**src/rtl/cpu_pkg.sv**
```systemverilog
// Shared RV32 pipeline types and constants.
// Used by the fetch stage and its skid buffer.
package cpu_pkg;

  localparam int XLEN = 32;
  localparam logic [31:0] NOP_INST = 32'h0000_0013;

  typedef enum logic [1:0] {
    BR_NONE   = 2'b00,
    BR_BRANCH = 2'b01,
    BR_JALR   = 2'b10
  } br_ctrl_e;

  typedef enum logic [1:0] {
    F_IDLE = 2'b00,
    F_WAIT = 2'b01,
    F_KILL = 2'b10
  } fetch_state_e;

endpackage

```
**src/rtl/fetch_skid_buf.sv**
```systemverilog
// One-entry {pc, inst} holding buffer for the fetch stage.
// Clear beats push, push beats pop.
module fetch_skid_buf
  import cpu_pkg::*;
#(
  parameter int W = 32
) (
  input  logic         clk,
  input  logic         rst,
  input  logic         clear_i,
  input  logic         push_i,
  input  logic         pop_i,
  input  logic [W-1:0] pc_i,
  input  logic [W-1:0] inst_i,
  output logic         full_o,
  output logic [W-1:0] pc_o,
  output logic [W-1:0] inst_o
);

  logic         full_q;
  logic [W-1:0] pc_q;
  logic [W-1:0] inst_q;

  // occupancy and payload of the single entry
  always_ff @(posedge clk) begin
    if (rst) begin
      full_q <= 1'b0;
      pc_q   <= '0;
      inst_q <= W'(NOP_INST);
    end else if (clear_i) begin
      full_q <= 1'b0;
    end else if (push_i) begin
      full_q <= 1'b1;
      pc_q   <= pc_i;
      inst_q <= inst_i;
    end else if (pop_i) begin
      full_q <= 1'b0;
    end
  end

  assign full_o = full_q;
  assign pc_o   = pc_q;
  assign inst_o = inst_q;

endmodule

```
**src/rtl/fetch_stage.sv**
```systemverilog
// IF stage: fetch PC, imem handshake, skid buffer, IF/ID register.
// Optional FETCH_PERF_EN adds saturating wait/redirect counters.
module fetch_stage
  import cpu_pkg::*;
#(
  parameter logic [31:0] RESET_PC = 32'h0000_0000,
  parameter int          XLEN     = 32
) (
  input  logic            clk,
  input  logic            rst,
  input  logic            PC_write_en,
  input  logic            IFID_write,
  input  logic            IFID_flush,
  input  logic [1:0]      Branch_Ctrl,
  input  logic [XLEN-1:0] pc_branch,
  input  logic [XLEN-1:0] pc_jalr,
  output logic            im_req,
  output logic [XLEN-1:0] im_addr,
  input  logic            im_gnt,
  input  logic            im_rvalid,
  input  logic [XLEN-1:0] im_rdata,
  output logic [XLEN-1:0] IFID_pc,
  output logic [XLEN-1:0] IFID_inst,
  output logic            IFID_valid,
  output logic            fetch_busy
`ifdef FETCH_PERF_EN
  ,
  output logic [31:0]     perf_fetch_wait_cycles,
  output logic [31:0]     perf_redirects
`endif
);

  fetch_state_e    state_q;
  logic [XLEN-1:0] fpc_q;
  logic [XLEN-1:0] req_pc_q;
  logic [XLEN-1:0] ifid_pc_q;
  logic [XLEN-1:0] ifid_inst_q;
  logic            ifid_valid_q;

  logic            redirect;
  logic [XLEN-1:0] tgt;
  logic            ifid_ld;
  logic            drain;
  logic            rsp_ok;
  logic            push;
  logic            grant;
  logic            skid_full;
  logic [XLEN-1:0] skid_pc;
  logic [XLEN-1:0] skid_inst;

  assign redirect = (Branch_Ctrl != BR_NONE);
  assign tgt      = (Branch_Ctrl == BR_BRANCH)
                  ? pc_branch : pc_jalr;
  assign ifid_ld  = !rst && !IFID_flush && IFID_write;
  assign drain    = ifid_ld && skid_full;
  assign rsp_ok   = (state_q == F_WAIT) && im_rvalid
                 && !redirect;
  assign push     = rsp_ok
                 && ((!IFID_write && !IFID_flush) || drain);

  assign im_req = !rst && PC_write_en && !redirect
               && (!skid_full || drain)
               && ((state_q == F_IDLE)
                || ((state_q == F_WAIT) && im_rvalid));
  assign grant      = im_req && im_gnt;
  assign im_addr    = fpc_q;
  assign fetch_busy = (state_q != F_IDLE);

  fetch_skid_buf #(.W(XLEN)) u_skid (
    .clk     (clk),
    .rst     (rst),
    .clear_i (redirect),
    .push_i  (push),
    .pop_i   (drain),
    .pc_i    (req_pc_q),
    .inst_i  (im_rdata),
    .full_o  (skid_full),
    .pc_o    (skid_pc),
    .inst_o  (skid_inst)
  );

  // fetch PC and request-tracking FSM
  always_ff @(posedge clk) begin
    if (rst) begin
      state_q  <= F_IDLE;
      fpc_q    <= RESET_PC;
      req_pc_q <= '0;
    end else begin
      if (redirect)
        fpc_q <= tgt;
      else if (grant)
        fpc_q <= fpc_q + XLEN'(4);
      if (grant)
        req_pc_q <= fpc_q;
      unique case (state_q)
        F_IDLE: if (grant) state_q <= F_WAIT;
        F_WAIT: begin
          if (im_rvalid)
            state_q <= grant ? F_WAIT : F_IDLE;
          else if (redirect)
            state_q <= F_KILL;
        end
        F_KILL: if (im_rvalid) state_q <= F_IDLE;
        default: state_q <= F_IDLE;
      endcase
    end
  end

  // IF/ID register: flush > write > hold
  always_ff @(posedge clk) begin
    if (rst || IFID_flush) begin
      ifid_pc_q    <= '0;
      ifid_inst_q  <= XLEN'(NOP_INST);
      ifid_valid_q <= 1'b0;
    end else if (IFID_write) begin
      if (skid_full) begin
        ifid_pc_q    <= skid_pc;
        ifid_inst_q  <= skid_inst;
        ifid_valid_q <= 1'b1;
      end else if (rsp_ok) begin
        ifid_pc_q    <= req_pc_q;
        ifid_inst_q  <= im_rdata;
        ifid_valid_q <= 1'b1;
      end else begin
        ifid_pc_q    <= '0;
        ifid_inst_q  <= XLEN'(NOP_INST);
        ifid_valid_q <= 1'b0;
      end
    end
  end

  assign IFID_pc    = ifid_pc_q;
  assign IFID_inst  = ifid_inst_q;
  assign IFID_valid = ifid_valid_q;

`ifdef FETCH_PERF_EN
  logic [31:0] wait_q;
  logic [31:0] redir_q;

  // saturating stall and redirect counters
  always_ff @(posedge clk) begin
    if (rst) begin
      wait_q  <= '0;
      redir_q <= '0;
    end else begin
      if (fetch_busy && !im_rvalid && !(&wait_q))
        wait_q <= wait_q + 32'd1;
      if (redirect && !(&redir_q))
        redir_q <= redir_q + 32'd1;
    end
  end

  assign perf_fetch_wait_cycles = wait_q;
  assign perf_redirects         = redir_q;
`endif

endmodule

```
**config.mk**
```make
export PLATFORM = sky130hd
export DESIGN_NAME = fetch_stage
export DESIGN_NICKNAME = d
export VERILOG_FILES = /design/src/rtl/cpu_pkg.sv /design/src/rtl/fetch_skid_buf.sv /design/src/rtl/fetch_stage.sv
export SDC_FILE = /design/constraint.sdc
export NUM_CORES = 1
export LEC_CHECK = 0
export CORE_MARGIN = 2
export CORE_UTILIZATION = 40
export DETAILED_ROUTE_END_ITERATION = 10
export GPL_TIMING_DRIVEN = 0
export PLACE_DENSITY = 0.67
export SETUP_SLACK_MARGIN = 0.5
export SKIP_LAST_GASP = 1
export SYNTH_ARGS = -nofsm -noshare
export SYNTH_HDL_FRONTEND = slang
export SYNTH_SLANG_ARGS = --single-unit
```
**constraint.sdc**
```tcl
create_clock -name clk -period 2.9 [get_ports clk]
set_input_delay 0.58 -clock clk [delete_from_list [all_inputs] [get_ports clk]]
set_output_delay 0.58 -clock clk [all_outputs]
set_load 0.1 [all_outputs]
```
Word-level counts from Yosys, hierarchy flattened --
Index checks and enable logic that the tools add are counted.
Storage, ports and cells: register bits after elaboration 196, word-level logic and storage cells 63
Operators by class: add/sub/neg operators 1, equality and inequality tests 6, mux-type cells 17, bitwise operators 1, reductions and logical operators 29
Operators by type and width (count):
- 2-to-1 mux 32 bit | 7
- adder 32 x 3 -> 32 bit, second input constant | 1
- logical AND 1 bit | 12
- 2-to-1 mux 2 bit | 4
- nonzero test 2 bit | 4
- one-hot mux 2 bit (3 select lines) | 1
- zero test 1 bit | 5
- 2-to-1 mux 1 bit | 5
- equality test 2 x 1 -> 1 bit, second input constant | 2
- logical OR 1 bit | 4
- inequality test 2 bit, second input constant | 2
- inequality test 3 bit, second input constant | 1
- AND reduction 3 bit | 1
- equality test 2 bit, second input constant | 1
- zero test 2 bit | 1
- AND reduction 2 bit | 1
- OR reduction 2 bit | 1
- inverter 1 bit | 1

Logic depth before layout (Yosys ltp) --
Gate-level depths: netlist of the first run.
depth after elaboration 11, mapped depth 8, depth with buffers taken out 6

Hierarchy --
From an unflattened synthesis of the first run, not the netlist that was laid out.
Second synthesis, totals: cell total of the unflattened synthesis 1049, area, all modules 9206.3 µm²
Modules (own cells, without submodules):
- fetch_stage | instances 1, cells each 755, area each 6070.8 µm², seq. area each 2622.5 µm²
- fetch_skid_buf | instances 1, cells each 294, area each 3135.5 µm², seq. area each 1301.2 µm²

Worst setup path before layout of the first run --
OpenSTA, ideal clock, no wires.
path type in2out, start point input rst, end point output im_req, arrival 3215 ps, required time 2320 ps, slack -895 ps, cell stages on the path 4, cell sequence buf_2 -> clkbuf_1 -> clkbuf_1 -> nor3_1
On the way: cells in the longest elaborated chain, start to end 7, elaborated cells between the ends (all ways) 9, classes of those cells 9 x reduce/logical
Ends and longest elaborated chain:
- from (decl) | line fetch_stage.sv:10 | input logic rst,
- zero test 1 bit (*) | line fetch_stage.sv:54, fetch_stage.sv:61
- logical AND 1 bit (2 in series) | line fetch_stage.sv:54 | assign ifid_ld = !rst && !IFID_flush && IFID_write;
- logical AND 1 bit | line fetch_stage.sv:55 | assign drain = ifid_ld && skid_full;
- logical OR 1 bit | line fetch_stage.sv:62 | && (!skid_full || drain)
- logical AND 1 bit (*) | line fetch_stage.sv:62
- logical AND 1 bit (*) | line fetch_stage.sv:63 | && ((state_q == F_IDLE)
- to (decl) | line fetch_stage.sv:17 | output logic im_req,
Every way passes the cells marked *; elsewhere a longest branch is shown, timed or not.

Worst setup path in the final report of the first run --
start point register fpc_q[15], in the netlist im_addr[15], end point output im_addr[15]
RTL lines:
- from (decl) | line fetch_stage.sv:34 | logic [XLEN-1:0] fpc_q;
- from (signal assigned) | line fetch_stage.sv:90 | fpc_q <= tgt;
- from (signal assigned) | line fetch_stage.sv:92 | fpc_q <= fpc_q + XLEN'(4);
- to (decl) | line fetch_stage.sv:18 | output logic [XLEN-1:0] im_addr,
No word-level cell between the ends.

==> results of run 1 <==
==> report_power, final <==
group / leakage, µW / switching (µW) / internal [µW]
combinational: 0.00229 / 715 / 297
clock: 0.000277 / 1040 / 1200
sequential: 0.00160 / 69.4 / 2750
total: 0.00417 / 1830 / 4250
==> Yosys cell counts, drive strengths merged, types with 7 or more instances <==
master	number
a31oi	13
a211oi	70
o21ai	13
inv	12
clkbuf	55
o221ai	8
dfxtp	196
a22oi	73
nand2b	7
buf	34
nand3	28
nand2	215
a21oi	116
nand4	9
nor2	80
nor3	13
==> tightest hold or removal path, cell delays in order (launching register included) <==
cell,delay (ps)
dfxtp_1,310
nand2_1,50
a21oi_1,50
==> metrics by stage <==
stage	instance area (µm²)	total power [µW]	setup slack, ps
floorplan	8462	3532	415.8
global route	11330	6290	500.3
detailed placement	10820	3922	-1008
global placement	10820	3919	-1043
CTS	11290	6108	223.4
finish	11330	6084	542.9
==> sequential cells by signal, summed over array words and instances (netlist names) <==
register,count
IFID_inst,32
IFID_pc,32
im_addr,32
req_pc_q,32
u_skid.inst_o,32
u_skid.pc_o,32
state_q,2
IFID_valid,1
u_skid.full_o,1
==> logic make-up after synthesis <==
logic type / after synthesis
AO/OA/AOI/OAI: 349
AND/OR/NAND/NOR: 381
adder cells (fa/ha/maj): 1
multiplexers: 4
flip-flops: 196
buffers and inverters: 103
==> routing by layer <==
layer	up-vias	wire length, µm
met2	385	12950
met3	35	2431
met4	0	389
met5	-	0
met1	3982	12490
li1	4201	-
==> timing repair <==
action | in CTS | in global routing
pin swaps | 1 | 4
resized for setup | 125 | 31
endpoints found under the setup margin | 275 | 173
buffers inserted | 0 | 2
==> final cells by class <==
cell class                 count  area, µm²  share of cell area [%]
multi-input combinational    735       4124                   36.39
sequential                   196       3946                   34.82
timing repair buffer         203       1914                   16.89
clock buffer                  19      442.9                   3.908
buffer                        89      397.9                   3.511
tap                          275      344.1                   3.036
clock inverter                12      107.6                  0.9494
inverter                      14      56.30                  0.4968
==> worst min path at each step <==
stage	start	slack, ps	cells after the start	endpoint
finish	u_skid.pc_o[27]$_SDFFE_PP0P_	450	2	u_skid.pc_o[27]$_SDFFE_PP0P_
global route	rst	470	4	im_addr[31]$_SDFFE_PP0P_
CTS	u_skid.pc_o[27]$_SDFFE_PP0P_	460	2	u_skid.pc_o[27]$_SDFFE_PP0P_
detailed placement	u_skid.pc_o[27]$_SDFFE_PP0P_	450	2	u_skid.pc_o[27]$_SDFFE_PP0P_
global placement	u_skid.pc_o[14]$_SDFFE_PP0P_	440	2	u_skid.pc_o[14]$_SDFFE_PP0P_
floorplan	u_skid.inst_o[10]$_SDFFE_PP0P_	440	2	u_skid.inst_o[10]$_SDFFE_PP0P_
==> cell usage in the layout, fill, tap and decap left out, types with 6 or more instances in the layout <==
cell | netlist | layout
clkdlybuf4s50_1 | 0 | 97
inv_1 | 12 | 10
or4_1 | 6 | 6
a221oi_1 | 6 | 6
clkbuf_2 | 0 | 11
buf_1 | 9 | 6
clkbuf_16 | 0 | 17
nand4_1 | 8 | 8
dfxtp_1 | 196 | 178
a211oi_1 | 69 | 69
a22oi_1 | 73 | 73
nor2_1 | 80 | 77
o211ai_1 | 6 | 6
o221ai_1 | 8 | 8
dlygate4sd2_1 | 0 | 90
a31oi_1 | 13 | 13
a21oi_1 | 116 | 116
o21ai_0 | 13 | 13
nor3_1 | 13 | 12
nand3_1 | 27 | 26
nand2_1 | 215 | 213
dfxtp_2 | 0 | 18
nand2b_1 | 7 | 7
clkbuf_1 | 55 | 48
buf_2 | 25 | 26
==> impl_results.md, run 1 <==
* Status: completed
* Worst Reg2Reg Path Length in Cells at 7
* Hold Path Class: flop to flop
* Post-synthesis cell type count at 56
* Critical path type: flop to primary output
* Final non-filler cell total at 1543
* Slew @ Worst Pin at 1043 ps
* Yosys reg bits at 196
* CP max stage delay at 890 ps
* Setup TNS at 0 ps
* DR vias at 8603
* GR Util All Layers at 25.22%
* Placed insts at 1510
* MaxCap Viol Count at 0
* Total gr overflow at 0
* Largest net degree at the start of global routing at 17
* Reg2reg end: req_pc_q[0]$_SDFFE_PP0P_
* Core region area at 0.02082 mm²
* Register area share after synthesis at 46.68%
* Worst endpoint required time at 2320 ps
* Post-synthesis compound-gate area fraction at 28.07%
* Worst slew margin at 30.76%
* Met2 GRT Util at 41.24%
* CTS Buf Count at 17
* Routed vias/inst at 5.576
* Area contributors post-synth: dfxtp_1 (47%), nand2_1 (9.6%), a21oi_1 (6.9%)
* Maximum fanout along the worst path at 8
* Die Wd at 149.0 µm
* Rows at 53
* Syn. warnings at 0
* Cell area after synthesis at 0.008406 mm²
* Cells after synthesis at 1034
* I/O Buffers at 201
* Crit path max-delay cell type: dlygate4sd2_1
* Pre-antenna DRT Iters at 5
* Vias in the first global route at 8102
* FILL cells at 2039
* Placer Congestion at 0.9669
* XOR/XNOR share of the synthesized area at 0%
* RSZ-0062 raised after global routing: false
* Inserted Diodes at 0
* Post-synthesis simple-gate area fraction at 19.65%
* Number of synthesized flops with an enable pin at 0
* Grt peak-use layer: met2
* Post-Syn Area per Cell at 8.129 µm²
* Hold-fix buffers, CTS at 0
* Adder-Cell Fraction of Synth Area at 0.1489%
* Largest area contributor in the netlist: dfxtp_1
* Count of pins over their slew limit at 0
* Die Ht at 149.0 µm
* Syn-to-layout area delta at 34.83%
* Worst skew pair latency at 430 ps
* Io pins at 204
* Stages on worst setup path at 1
* RR Startpoint: u_skid.full_o$_SDFFE_PP0P_
* Final period util at 81.28%
* Die area at 0.02219 mm²
* Setup-failing EPs final at 0
* Initial detailed-routing violation count at 656
* R2r setup slk at 670 ps
* Worst path bufs/invs at 1
* Critical-path cell list: dlygate4sd2_1
* GR met3 Demand/Resource at 5.627%
* Layout Skew at 7.640 ps
* Initial antenna violation count at 0
* PwrDens at 536.8 mW/mm²
* CP Launch Point: im_addr[15]$_SDFFE_PP0P_
* Nets at 1362
* H-tree depth at 4
* Clk root buf: clkbuf_16
* Fin. Hold Viols at 0
* CTS tree: done
* CP arrival at 1780 ps
* DP HPWL at 21020 µm
* Routed Antenna Nets at 0
* Worst Setup Start Kind: flop
* Delay-heaviest family, CP: buffers and inverters
* Synth Flop Type: dfxtp_1
* Synth top area share at 46.68%
* Share of cells above drive strength 1 at 9.148%
* Avg WL per Cell at 18.31 µm
* Main combinational cell family by area after synthesis: compound AO/OA/AOI/OAI gates
* Mux cell area share after synthesis at 0.4763%
* Deepest clock path buffer count at 2
* Period minus WS final at 2357 ps
* Global-route wire length before repair at 43650 µm
* Net Count, Synth at 1140
* Peak VDD IR at 0.3508 mV
* Fraction of registers with async set or reset after synthesis at 0%
* P_leak at 0.004169 µW
* Fmax at 424.3 MHz
* Routed WL at 28260 µm
* Clock transition at the registers of the reported paths at 70 ps
* Drc violations at 0
* Hold_ws at 454.9 ps
* Worst setup endpoint: im_addr[15]
* Finished Core Util at 54.43%
* Starting density of the core at 40.37%
* Type of destination of the critical path: primary output
* GR Util met1 at 33.77%
* Clock tree sinks at 196
Power figures use the tool's default switching activity.
==> run 2: changes to the inputs <==
--- a/config.mk
+++ b/config.mk
@@ -9,7 +9,7 @@
 export CORE_UTILIZATION = 40
 export DETAILED_ROUTE_END_ITERATION = 10
 export GPL_TIMING_DRIVEN = 0
-export PLACE_DENSITY = 0.67
+export PLACE_DENSITY = 0.69
 export SETUP_SLACK_MARGIN = 0.5
 export SKIP_LAST_GASP = 1
 export SYNTH_ARGS = -nofsm -noshare
==> constraint.sdc (replaced) <==
create_clock -name clk -period 2.1 [get_ports clk]
set_input_delay 0.42 -clock clk [delete_from_list [all_inputs] [get_ports clk]]
set_output_delay 0.42 -clock clk [all_outputs]
set_load 0.1 [all_outputs]
==> run 2 against run 1 <==
Against the previous run: non-clock buffer count increased by 86; largest power group unchanged; largest cell class unchanged; die area did not move; sequential share of layout area is 5.1 points lower; critical path type is now input port to primary output.
==> impl_results.md, run 2 (synthesized netlist as in run 1, its figures left out) <==
* Deepest clock path buffer count at 2 (unchanged)
* GR Util All Layers at 27.22% (+2.0 points)
* PwrDens at 638.6 mW/mm² (+19%)
* Post-Place Setup Slack at -1556 ps (-548.2 ps)
* Commonest non-fill, non-tap cell in the layout: nand2_1
* Reg2reg end: im_addr[25]$_SDFFE_PP0P_
* Initial detailed-routing violation count at 922 (+41%)
* Die Ht at 149.0 µm (unchanged)
* P_leak at 0.004818 µW (+16%)
* I/O Buffers at 201 (unchanged)
* Largest net degree at the start of global routing at 18 (+1)
* Initial antenna violation count at 0 (unchanged)
* Pre-antenna DRT Iters at 6 (+1)
* Final period util at 96.41%
* Drc violations at 0 (unchanged)
* Worst Reg2Reg Path Length in Cells at 8 (+1)
* Clock transition at the registers of the reported paths at 70 ps (about the same)
* Peak VDD IR at 0.5365 mV (+53%)
* R2r setup slk at 140 ps (-530 ps)
* CTS tree: done
* Final setup margin at 75.40 ps (-467.5 ps)
* Rows at 53 (unchanged)
* Worst Setup Start Kind: input port
* Worst skew pair latency at 440 ps (about the same)
* DR vias at 9644 (+12%)
* Nets at 1449 (+6.4%)
* Die Wd at 149.0 µm (unchanged)
* Fin. Hold Viols at 0 (unchanged)
* Status: completed
* Critical path type: input port to primary output
* RR Startpoint: state_q[1]$_SDFFE_PP0P_
* Routed vias/inst at 5.909 (+6.0%)
* Hold EP: state_q[1]$_SDFFE_PP0P_
* Layout Skew at 9.826 ps (+2.186 ps)
* Setup TNS at 0 ps (unchanged)
* Global-route wire length before repair at 47600 µm (+9.0%)
* Total gr overflow at 0 (unchanged)
* Min-delay src: im_rvalid
* Die area at 0.02219 mm² (unchanged)
* Fmax at 493.9 MHz
* Routed WL at 33680 µm (+19%)
* Setup-failing EPs final at 0 (unchanged)
* MaxCap Viol Count at 0 (unchanged)
* H-tree depth at 4 (unchanged)
* Io pins at 204 (unchanged)
* Vias in the first global route at 8785 (+8.4%)
* Avg WL per Cell at 20.64 µm (+13%)
* Worst endpoint required time at 1680 ps (-640 ps)
* CTS Buf Count at 17 (unchanged)
* Routed Antenna Nets at 0 (unchanged)
* DP HPWL at 21050 µm (+0.14%)
* Syn-to-layout area delta at 60.78%
* Core region area at 0.02082 mm² (unchanged)
* Starting density of the core at 40.37% (unchanged)
* Placer Congestion at 0.8958 (-7.4%)
* Hold-fix buffers, CTS at 0 (unchanged)
* Count of pins over their slew limit at 0 (unchanged)
* Maximum fanout along the worst path at 10 (+2)
* Most frequent cells in the layout: nand2_1 (196), dfxtp_1 (164), buf_4 (129)
* CP arrival at 1600 ps (-180 ps)
* Share of cells above drive strength 1 at 33.78% (+25 points)
* Slew @ Worst Pin at 777.9 ps (-264.9 ps)
* Hold Path Class: input port to flop
* Type of destination of the critical path: primary output
* Period minus WS final at 2025 ps
* Hold depth at 2 (unchanged)
* Clock tree sinks at 196 (unchanged)
* RSZ-0062 raised after global routing: true
* Worst slew margin at 48.14% (+17 points)
* Clk root buf: clkbuf_16
run 2: cell count changes in the layout (fill, tap and decap cells not counted), moves of 24 or more:
cell,delta
buf_4,+126
dlygate4sd2_1,-88
buf_6,+41
a211oi_1,-28
a211oi_2,+28
a22oi_1,-24
a22oi_2,+24
run 2: final cells by class:
| cell class | instances | area (µm²) |
|---|---|---|
| buffer | 89 | 769.5 |
| fill | 1676 | 7308 |
| sequential | 196 | 4021 |
| tap | 275 | 344.1 |
| inverter | 14 | 61.31 |
| multi-input combinational | 736 | 4848 |
| clock buffer | 20 | 446.7 |
| timing repair buffer | 289 | 2924 |
| clock inverter | 12 | 96.34 |
| antenna | 1 | 2.502 |
run 2: what timing repair did:
action | in CTS | in global routing
gates resized for setup | 738 | 195
endpoints found under the setup margin | 294 | 200
setup buffers | 43 | 26
pin swaps | 36 | 92
gates cloned | 8 | 12
run 2: routing by layer:
metal  GRT usage (%)  wire [µm]
met1           36.81      13700
met2           43.85      16000
met3           5.076       2774
met4           9.190       1210
met5               0          0
run 2: worst max-delay path by stage:
| stage | endpoint | cells past startpoint | start | slack (ps) |
|---|---|---|---|---|
| finish | im_req | 5 | rst | 80 |
| global route | im_req | 5 | rst | 50 |
| CTS | im_req | 4 | state_q[1]$_SDFFE_PP0P_ | 160 |
| detailed placement | im_req | 6 | Branch_Ctrl[0] | -1560 |
| global placement | im_req | 6 | Branch_Ctrl[0] | -1580 |
| floorplan | im_req | 4 | rst | -60 |
run 2: stage by stage:
step                total power (µW)  cell area [µm²]  std cells  hold WS [ps]  util, %
finish                          8631            13510       1632         331.1    64.90
global route                    8866            13510       1631         341.8    64.89
global placement                5414            11030       1510         441.3    52.99
CTS                             8504            12270       1593         305.2    58.93
detailed placement              5420            11030       1510         446.9    52.99
floorplan                       4883             8677       1034         436.6        -
run 2: critical path: stages:
cell	delay, ps
buf_8	130
clkbuf_2	270
clkbuf_4	320
nor3_4	240
buf_12	210
run 2: report_power, final:
group / switching (µW) / internal (µW) / total, µW
clock: 1530 / 1570 / 3110
combinational: 1090 / 541 / 1630
sequential: 110 / 3790 / 3900
total: 2730 / 5900 / 8630
